[src/rtl/h2f_evt_pkg.sv]
// Shared widths and the packed event record for the HPS-to-FPGA register event streamer.
package h2f_evt_pkg;

  localparam int TOTREG_DEF     = 32;
  localparam int DATAWIDTH_DEF  = 64;
  localparam int FIFO_DEPTH_DEF = 8;

  localparam int IDXW = $clog2(TOTREG_DEF);
  localparam int EVTW = IDXW + DATAWIDTH_DEF;

  typedef struct packed {
    logic [IDXW-1:0]          idx;
    logic [DATAWIDTH_DEF-1:0] data;
  } evt_t;

endpackage

[src/rtl/h2f_reg_event_streamer_if.sv]
// Bank read port plus event stream of the register event streamer.
interface h2f_reg_event_streamer_if
  import h2f_evt_pkg::*;
#(
  parameter int IW = IDXW,
  parameter int DW = DATAWIDTH_DEF
);

  logic [IW-1:0] regsel_o;
  logic [DW-1:0] regdata_i;

  // Event stream: a beat transfers on a rising clk edge where evt_valid_o and
  // evt_ready_i are both high; while valid is high and ready low, idx/data hold.
  logic          evt_valid_o;
  logic          evt_ready_i;
  logic [IW-1:0] evt_idx_o;
  logic [DW-1:0] evt_data_o;

  modport master (
    output regsel_o, evt_valid_o, evt_idx_o, evt_data_o,
    input  regdata_i, evt_ready_i
  );

  modport slave (
    input  regsel_o, evt_valid_o, evt_idx_o, evt_data_o,
    output regdata_i, evt_ready_i
  );

endinterface

[src/rtl/sync_fifo.sv]
// Single-clock first-word-fall-through FIFO with full/empty/level status.
module sync_fifo #(
  parameter int WIDTH = 8,
  parameter int DEPTH = 8
) (
  input  logic                     clk,
  input  logic                     rst,
  input  logic                     i_push,
  input  logic [WIDTH-1:0]         i_data,
  input  logic                     i_pop,
  output logic [WIDTH-1:0]         o_data,
  output logic                     o_full,
  output logic                     o_empty,
  output logic [$clog2(DEPTH):0]   o_level
);

  localparam int AW = $clog2(DEPTH);

  logic [WIDTH-1:0] r_mem [DEPTH];
  logic [AW-1:0]    r_wr;
  logic [AW-1:0]    r_rd;
  logic [AW:0]      r_count;
  logic             w_do_push;
  logic             w_do_pop;

  assign o_full    = (r_count == (AW+1)'(DEPTH));
  assign o_empty   = (r_count == '0);
  assign o_level   = r_count;
  assign o_data    = r_mem[r_rd];
  // Full is judged on the registered count, so a pop cannot make room for a same-cycle push.
  assign w_do_push = i_push & ~o_full;
  assign w_do_pop  = i_pop & ~o_empty;

  always_ff @(posedge clk) begin
    if (rst) begin
      r_wr    <= '0;
      r_rd    <= '0;
      r_count <= '0;
    end else begin
      if (w_do_push) begin
        r_wr <= r_wr + 1'b1;
      end
      if (w_do_pop) begin
        r_rd <= r_rd + 1'b1;
      end
      case ({w_do_push, w_do_pop})
        2'b10:   r_count <= r_count + 1'b1;
        2'b01:   r_count <= r_count - 1'b1;
        default: r_count <= r_count;
      endcase
    end
  end

  always_ff @(posedge clk) begin
    if (w_do_push) begin
      r_mem[r_wr] <= i_data;
    end
  end

endmodule

[src/rtl/h2f_reg_event_streamer.sv]
// Scans the HPS-to-FPGA register bank round-robin against a shadow copy and
// streams {index, data} events for changed registers or for a full resync dump.
module h2f_reg_event_streamer
  import h2f_evt_pkg::*;
#(
  parameter int TOTREG     = TOTREG_DEF,
  parameter int DATAWIDTH  = DATAWIDTH_DEF,
  parameter int FIFO_DEPTH = FIFO_DEPTH_DEF
) (
  input  logic                          clk,
  input  logic                          rst,
  input  logic                          enable_i,
  input  logic                          resync_i,
  h2f_reg_event_streamer_if.master      bus,
  output logic [$clog2(FIFO_DEPTH):0]   fifo_level_o,
  output logic                          scan_wrap_o,
  output logic                          dump_busy_o
);

  localparam int L_IDXW = $clog2(TOTREG);
  localparam int L_EVTW = L_IDXW + DATAWIDTH;

  logic [L_IDXW-1:0]    r_idx;
  logic [DATAWIDTH-1:0] r_shadow [TOTREG];
  logic                 r_dump;

  logic                 w_last;
  logic                 w_need;
  logic                 w_push;
  logic                 w_adv;
  logic                 w_full;
  logic                 w_empty;
  logic                 w_pop;
  logic [L_EVTW-1:0]    w_fifo_out;

  assign w_last = (r_idx == L_IDXW'(TOTREG - 1));
  assign w_need = enable_i & ((bus.regdata_i != r_shadow[r_idx]) | r_dump);
  // A resync cycle neither pushes nor advances: the dump that follows revisits everything.
  assign w_push = w_need & ~w_full & ~resync_i;
  assign w_adv  = enable_i & (~w_need | ~w_full) & ~resync_i;

  assign scan_wrap_o = w_adv & w_last & ~rst;
  assign dump_busy_o = r_dump;
  assign bus.regsel_o = r_idx;

  always_ff @(posedge clk) begin
    if (rst) begin
      r_idx  <= '0;
      r_dump <= 1'b0;
      for (int i = 0; i < TOTREG; i++) begin
        r_shadow[i] <= '0;
      end
    end else begin
      if (resync_i) begin
        r_idx  <= '0;
        r_dump <= 1'b1;
      end else begin
        if (w_adv) begin
          r_idx <= r_idx + 1'b1;
        end
        if (w_push && r_dump && w_last) begin
          r_dump <= 1'b0;
        end
      end
      if (w_push) begin
        r_shadow[r_idx] <= bus.regdata_i;
      end
    end
  end

  assign w_pop = ~w_empty & bus.evt_ready_i;

  sync_fifo #(
    .WIDTH (L_EVTW),
    .DEPTH (FIFO_DEPTH)
  ) u_fifo (
    .clk     (clk),
    .rst     (rst),
    .i_push  (w_push),
    .i_data  ({r_idx, bus.regdata_i}),
    .i_pop   (w_pop),
    .o_data  (w_fifo_out),
    .o_full  (w_full),
    .o_empty (w_empty),
    .o_level (fifo_level_o)
  );

  assign bus.evt_valid_o = ~w_empty;
  assign bus.evt_idx_o   = w_fifo_out[L_EVTW-1 -: L_IDXW];
  assign bus.evt_data_o  = w_fifo_out[DATAWIDTH-1:0];

endmodule

[src/flat_wrapper.sv]
// flat-port wrapper written by rule: the top's interface ports become plain ports
module h2f_reg_event_streamer_flat import h2f_evt_pkg::*;
#(
  parameter int TOTREG     = TOTREG_DEF,
  parameter int DATAWIDTH  = DATAWIDTH_DEF,
  parameter int FIFO_DEPTH = FIFO_DEPTH_DEF
)
  (clk, rst, enable_i, resync_i, fifo_level_o, scan_wrap_o, dump_busy_o, bus_regsel_o, bus_evt_valid_o, bus_evt_idx_o, bus_evt_data_o, bus_regdata_i, bus_evt_ready_i);
  h2f_reg_event_streamer_if bus_i ();
  input  logic clk;
  input  logic rst;
  input  logic enable_i;
  input  logic resync_i;
  output logic [$clog2(FIFO_DEPTH):0] fifo_level_o;
  output logic scan_wrap_o;
  output logic dump_busy_o;
  output wire logic [$bits(bus_i.regsel_o)-1:0] bus_regsel_o;
  output wire logic [$bits(bus_i.evt_valid_o)-1:0] bus_evt_valid_o;
  output wire logic [$bits(bus_i.evt_idx_o)-1:0] bus_evt_idx_o;
  output wire logic [$bits(bus_i.evt_data_o)-1:0] bus_evt_data_o;
  input wire logic [$bits(bus_i.regdata_i)-1:0] bus_regdata_i;
  input wire logic [$bits(bus_i.evt_ready_i)-1:0] bus_evt_ready_i;
  assign bus_regsel_o = bus_i.regsel_o;
  assign bus_evt_valid_o = bus_i.evt_valid_o;
  assign bus_evt_idx_o = bus_i.evt_idx_o;
  assign bus_evt_data_o = bus_i.evt_data_o;
  assign bus_i.regdata_i = bus_regdata_i;
  assign bus_i.evt_ready_i = bus_evt_ready_i;
  h2f_reg_event_streamer #(.TOTREG(TOTREG), .DATAWIDTH(DATAWIDTH), .FIFO_DEPTH(FIFO_DEPTH)) u_core (.clk(clk), .rst(rst), .enable_i(enable_i), .resync_i(resync_i), .bus(bus_i), .fifo_level_o(fifo_level_o), .scan_wrap_o(scan_wrap_o), .dump_busy_o(dump_busy_o));
endmodule
[config.mk]
export PLATFORM = sky130hd
export DESIGN_NAME = h2f_reg_event_streamer_flat
export DESIGN_NICKNAME = d
export VERILOG_FILES = /design/src/rtl/h2f_evt_pkg.sv /design/src/rtl/h2f_reg_event_streamer_if.sv /design/src/rtl/sync_fifo.sv /design/src/rtl/h2f_reg_event_streamer.sv /design/src/flat_wrapper.sv
export SDC_FILE = /design/constraint.sdc
export NUM_CORES = 2
export LEC_CHECK = 0
export ABC_AREA = 1
export CORE_AREA = 2 2 625 627
export DETAILED_ROUTE_END_ITERATION = 8
export DIE_AREA = 0 0 627 629
export GPL_TIMING_DRIVEN = 1
export PLACE_DENSITY = 0.43
export SYNTH_ARGS = -nofsm -noshare
export SYNTH_HDL_FRONTEND = slang
export SYNTH_SLANG_ARGS = --single-unit
[constraint.sdc]
create_clock -name clk -period 13.4 [get_ports clk]
set_input_delay 2.01 -clock clk [delete_from_list [all_inputs] [get_ports clk]]
set_output_delay 2.01 -clock clk [all_outputs]
set_load 0.02 [all_outputs]
# == Word-level counts from Yosys, hierarchy flattened ==
# Memories as Yosys holds them, arrays and structs flattened. A register that Yosys moved wholly into a read port is not among the register bits.
# Cells that the tools add are included.
# word_totals
output_inout_bits,81
in_bits,69
wordCells,58
ramBits,2600
n_memories,2
latchBits,0
ff_bits,16
romBits,0
# mem_list
name,words,word_bits,rd,rd_clocked_by_memory_dff,write_ports,line_no,rtl
u_core.r_shadow,32,64,1,1,32,h2f_reg_event_streamer.sv:24,logic [DATAWIDTH-1:0] r_shadow [TOTREG];
u_core.u_fifo.r_mem,8,69,1,1,1,sync_fifo.sv:19,logic [WIDTH-1:0] r_mem [DEPTH];
# classes
n_reduce_logical,7
n_eq_ne,5
bitwise_logic,17
n_mux,17
magnitude_cmp,0
mul,0
div,0
n_addsub,5
n_shift,0
# ops
op,n
$mux 64,1
$ne 64x64->1,1
$reduce_or 64->1,1
$mux 5,3
$and 1x1->1,10
$mux 1,10
$pmux 4 s2,1
$add 3x1->3 const B,2
$mux 3,2
$add 5x1->5 const B,1
$eq 5x5->1 const B,1
$not 1->1,5
$add 4x1->4 const B,1
$eq 4x4->1 const B,1
$logic_not 4->1,1
$reduce_bool 2->1,2
$sub 4x1->4 const B,1
$eq 2x1->1 const B,1
$eq 2x2->1 const B,1
$logic_and 1x1->1,2
$or 1x1->1,2
$reduce_or 2->1,1

# == Logic depth before layout (Yosys ltp) ==
# depth
ltp_word,10
mapped_depth,28
mapped_depth_nobuf,25

# == Cells and area by module ==
# From an unflattened synthesis, not the netlist that was laid out.
# hier_totals
hier_cells,11235
hier_area_um2,117153.6
# modules_own_cells
module,seq_area_each_um2,area_per_inst_um2,cells_each,instances
h2f_reg_event_streamer,61719.2,94991.1,9588,1
sync_fifo,16836.1,22162.5,1647,1

# == Worst setup path after synthesis ==
# Ideal clock, no wire load.
# synth_path
path_type,input port to flip-flop
start,input bus_regdata_i[32]
end,memory u_core.r_shadow[11][0] in the netlist's numbering (enable)
setup_slack_ns,5.350
t_required_ns,12.826
stages,10
setup_ns,0.574
n_path_buf,1
t_arrival_ns,7.475
path_cell_list,clkinv_1 -> xor2_1 -> nand2_1 -> nor2_1 -> nand2_1 -> nor2_1 -> nand3_2 -> nand4_1 -> clkbuf_1 -> o21ai_0
# synth_rtl
item,line_no,rtl
"start, declared",flat_wrapper.sv:21,input wire logic [$bits(bus_i.regdata_i)-1:0] bus_regdata_i;
"end, declared",h2f_reg_event_streamer.sv:24,

==> impl_metrics.toml <==
[cells_and_area]
area_growth_pct = 13.2
final_util_pct = 33.8
drive_gt1_share_pct = 6.71
final_cells = 16400
fin_nets = 11000

[synth]
yosysTopAreaCellShare_pct = 67.4
synth_cell_types = 30
ys_async_sr_fraction_pct = 0
synth_most_common_cell = "edfxtp_1"
yosys_warnings = 0
syn_area_per_cell_um2 = 10.3
yosys-top-cells-area = "edfxtp_1, nand3_1, nand2_1"
ys_seq_elements = 2624
synth_area_mm2 = 0.116
synth_edf_count = 2600
yosys.area.top_type = "edfxtp_1"
syn-num-nets = 11300
synthTopCellsByCount = "edfxtp_1, nand2_1, nor2_1"
yosysSeqAreaShare_pct = 67.9
synthFlopType = "edfxtp_1"
synthCells = 11200

[worst_setup_path]
worst-endpoint-arrival_ps = 7500
required_ps = 11390
critical_path_class = "reg2out"
cp_max_fo = 151
end_kind = "output port"
startpoint_type = "flip-flop"

[timing]
max-slew-margin-rel_pct = 9.59
fin_crit_sh_pct = 71.0
fin_hold_ws_ps = 475
setup_viol = 0
tightest_slew_ps = 1350
layout_min_cycle_time_ps = 9510
fmax_ghz = 0.105
rsz0062_at_grt = "no"
finalSetupTns_ps = 0
hold_violations = 0
finalMaxSlewViolations = 0
fin_skew_ps = 50.2

[cts]
cts_buffers = 303
tritoncts = "built"
clk_latency_ps = 920
ctsHoldBuffers = 0
cts_resized = 0
cts.clk_slew.worst_paths_ps = 60
cts_sinks = 2624
clock_path_buffers = 4
htreeDepth = 5
post_cts_buffers = 0
root_buffer = "clkbuf_16"

[pwr]
finalPower_mw = 20.0
p_leak_nw = 47.3
vdd_drop_max_v = 0.000130
powerDensity_mw_per_mm2 = 153

[status]
status = "finished, final reports clean"

[routing]
route.met2.wl_um = 216000
wire_per_inst_um = 28.3
vias_per_cell = 5.26
wl_um = 462000
wl_met3_um = 36400
vias = 86100
firstDrtPassIters = 6
postRouteAntennaNets = 0
drt_iter0_markers = 9883
wirelength_met1_um = 192000
top_layer = "met5"
drc_errors = 0

[floorplanning]
dieArea_mm2 = 0.394
io_pins = 150
die-width_um = 627
core_area_mm2 = 0.388
die_h_um = 629
rows = 229
initial_core_util_pct = 29.9

[global_route]
grt_pass1_wl_um = 646000
overflow = 0
grt_max_degree = 152
grt_pass1_vias = 82300
grt_use_total_pct = 22.7
antenna_found_initial = 24

[place]
dp_cells = 15800
hpwl_um = 254000
gp_congestion = 0.840
portBuffers = 149

[worst_hold_path]
hold_class = "reg2reg"

[flow_run]
max_cap_violations = 0
## state kept, by name, indices dropped and copies added (netlist names), named ones only
register	cells
u_core.r_shadow	2048
u_core.u_fifo.r_mem	552
u_core.bus.regsel_o	5
u_core.u_fifo.o_level	4
u_core.u_fifo.r_rd	3
u_core.u_fifo.r_wr	3
u_core.dump_busy_o	1
## worst max-delay path, cell delays in order, from the launching register on
cell and delay, ps:
dfxtp_4 780, buf_12 380, buf_12 610, o21ai_0 200
o22ai_1 190, nand2_1 70, nand3_1 100, nand3_1 550
nand2_1 220, nand2_1 80, nand2_1 80, nand2_1 70
nor2_1 260, nand2_1 130, nor2_1 480, nand3_2 340
nand2_1 260, nand2_1 180, nor3_1 290, clkdlybuf4s50_1 690
## power by group
group | leakage (nW) | internal (mW) | total (mW) | switching [mW]
clock network | 4.57 | 4.66 | 8.12 | 3.46
logic | 17.2 | 0.699 | 2.46 | 1.76
registers | 25.5 | 9.32 | 9.45 | 0.128
## metal layers
layer  track usage [%]  vias to the layer above
met4              7.86                        4
met5                 0                        -
met3              3.76                      652
met2              37.0                     3777
li1                  -                    37800
met1              30.6                    43800
## final timing paths
check                                           start                     end  slack (ps)  depth (start not counted)
worst min register to register  u_core.u_fifo.r_rd[2]   u_core.u_fifo.r_rd[2]         480                          2
worst min-delay path            u_core.u_fifo.r_rd[2]   u_core.u_fifo.r_rd[2]         480                          2
worst max register to register              flip-flop  u_core.r_shadow[4][19]        4640                         22
worst max-delay path                        flip-flop             scan_wrap_o        3890                         19
## per-stage QoR
step / area (um2) / setup WS, ps
finish: 131000 / 3890
global route: 131000 / 3630
CTS: 131000 / 3950
detailed placement: 122000 / 4110
global placement: 122000 / 4160
floorplan: 116000 / 5350
## logic make-up (layout without fill, tap and decap cells)
logic type               count (synthesis)  count (layout)  synth area share, %
XOR/XNOR                                10              10               0.0757
buffers and inverters                 1102            1027                 4.63
adder cells (fa/ha/maj)                 10              10                0.108
other                                    0               8                    0
AO/OA/AOI/OAI                          467             467                 2.18
flip-flops                            2624            2624                 67.9
AND/OR/NAND/NOR                       7009            7009                 25.1
## cell type report
cell class	count	area, um2
sequential	2624	78600
fill	39000	257000
antenna	8	20.0
inverter	100	440
timing repair buffer	390	3640
clock buffer	399	8150
tap	5197	6500
multi-input combinational	7496	32500
clock inverter	138	1210
## layout by cell type (no fill, tap or decap), types with 25 or more instances in the layout
master	netlist	final
o22ai_1	73	73
inv_1	89	53
nand3_4	0	28
nor2_1	2336	2327
o21ai_0	294	290
nand2_1	2497	2469
nand2_4	1	29
clkdlybuf4s50_1	0	149
clkinv_1	9	74
a31oi_1	69	69
inv_2	1	25
nand3_1	1891	1871
clkinv_2	0	37
edfxtp_1	2600	2600
clkbuf_16	0	312
buf_4	132	215
clkbuf_1	415	85
nor3_1	264	264
Power figures use the tool's default switching activity.
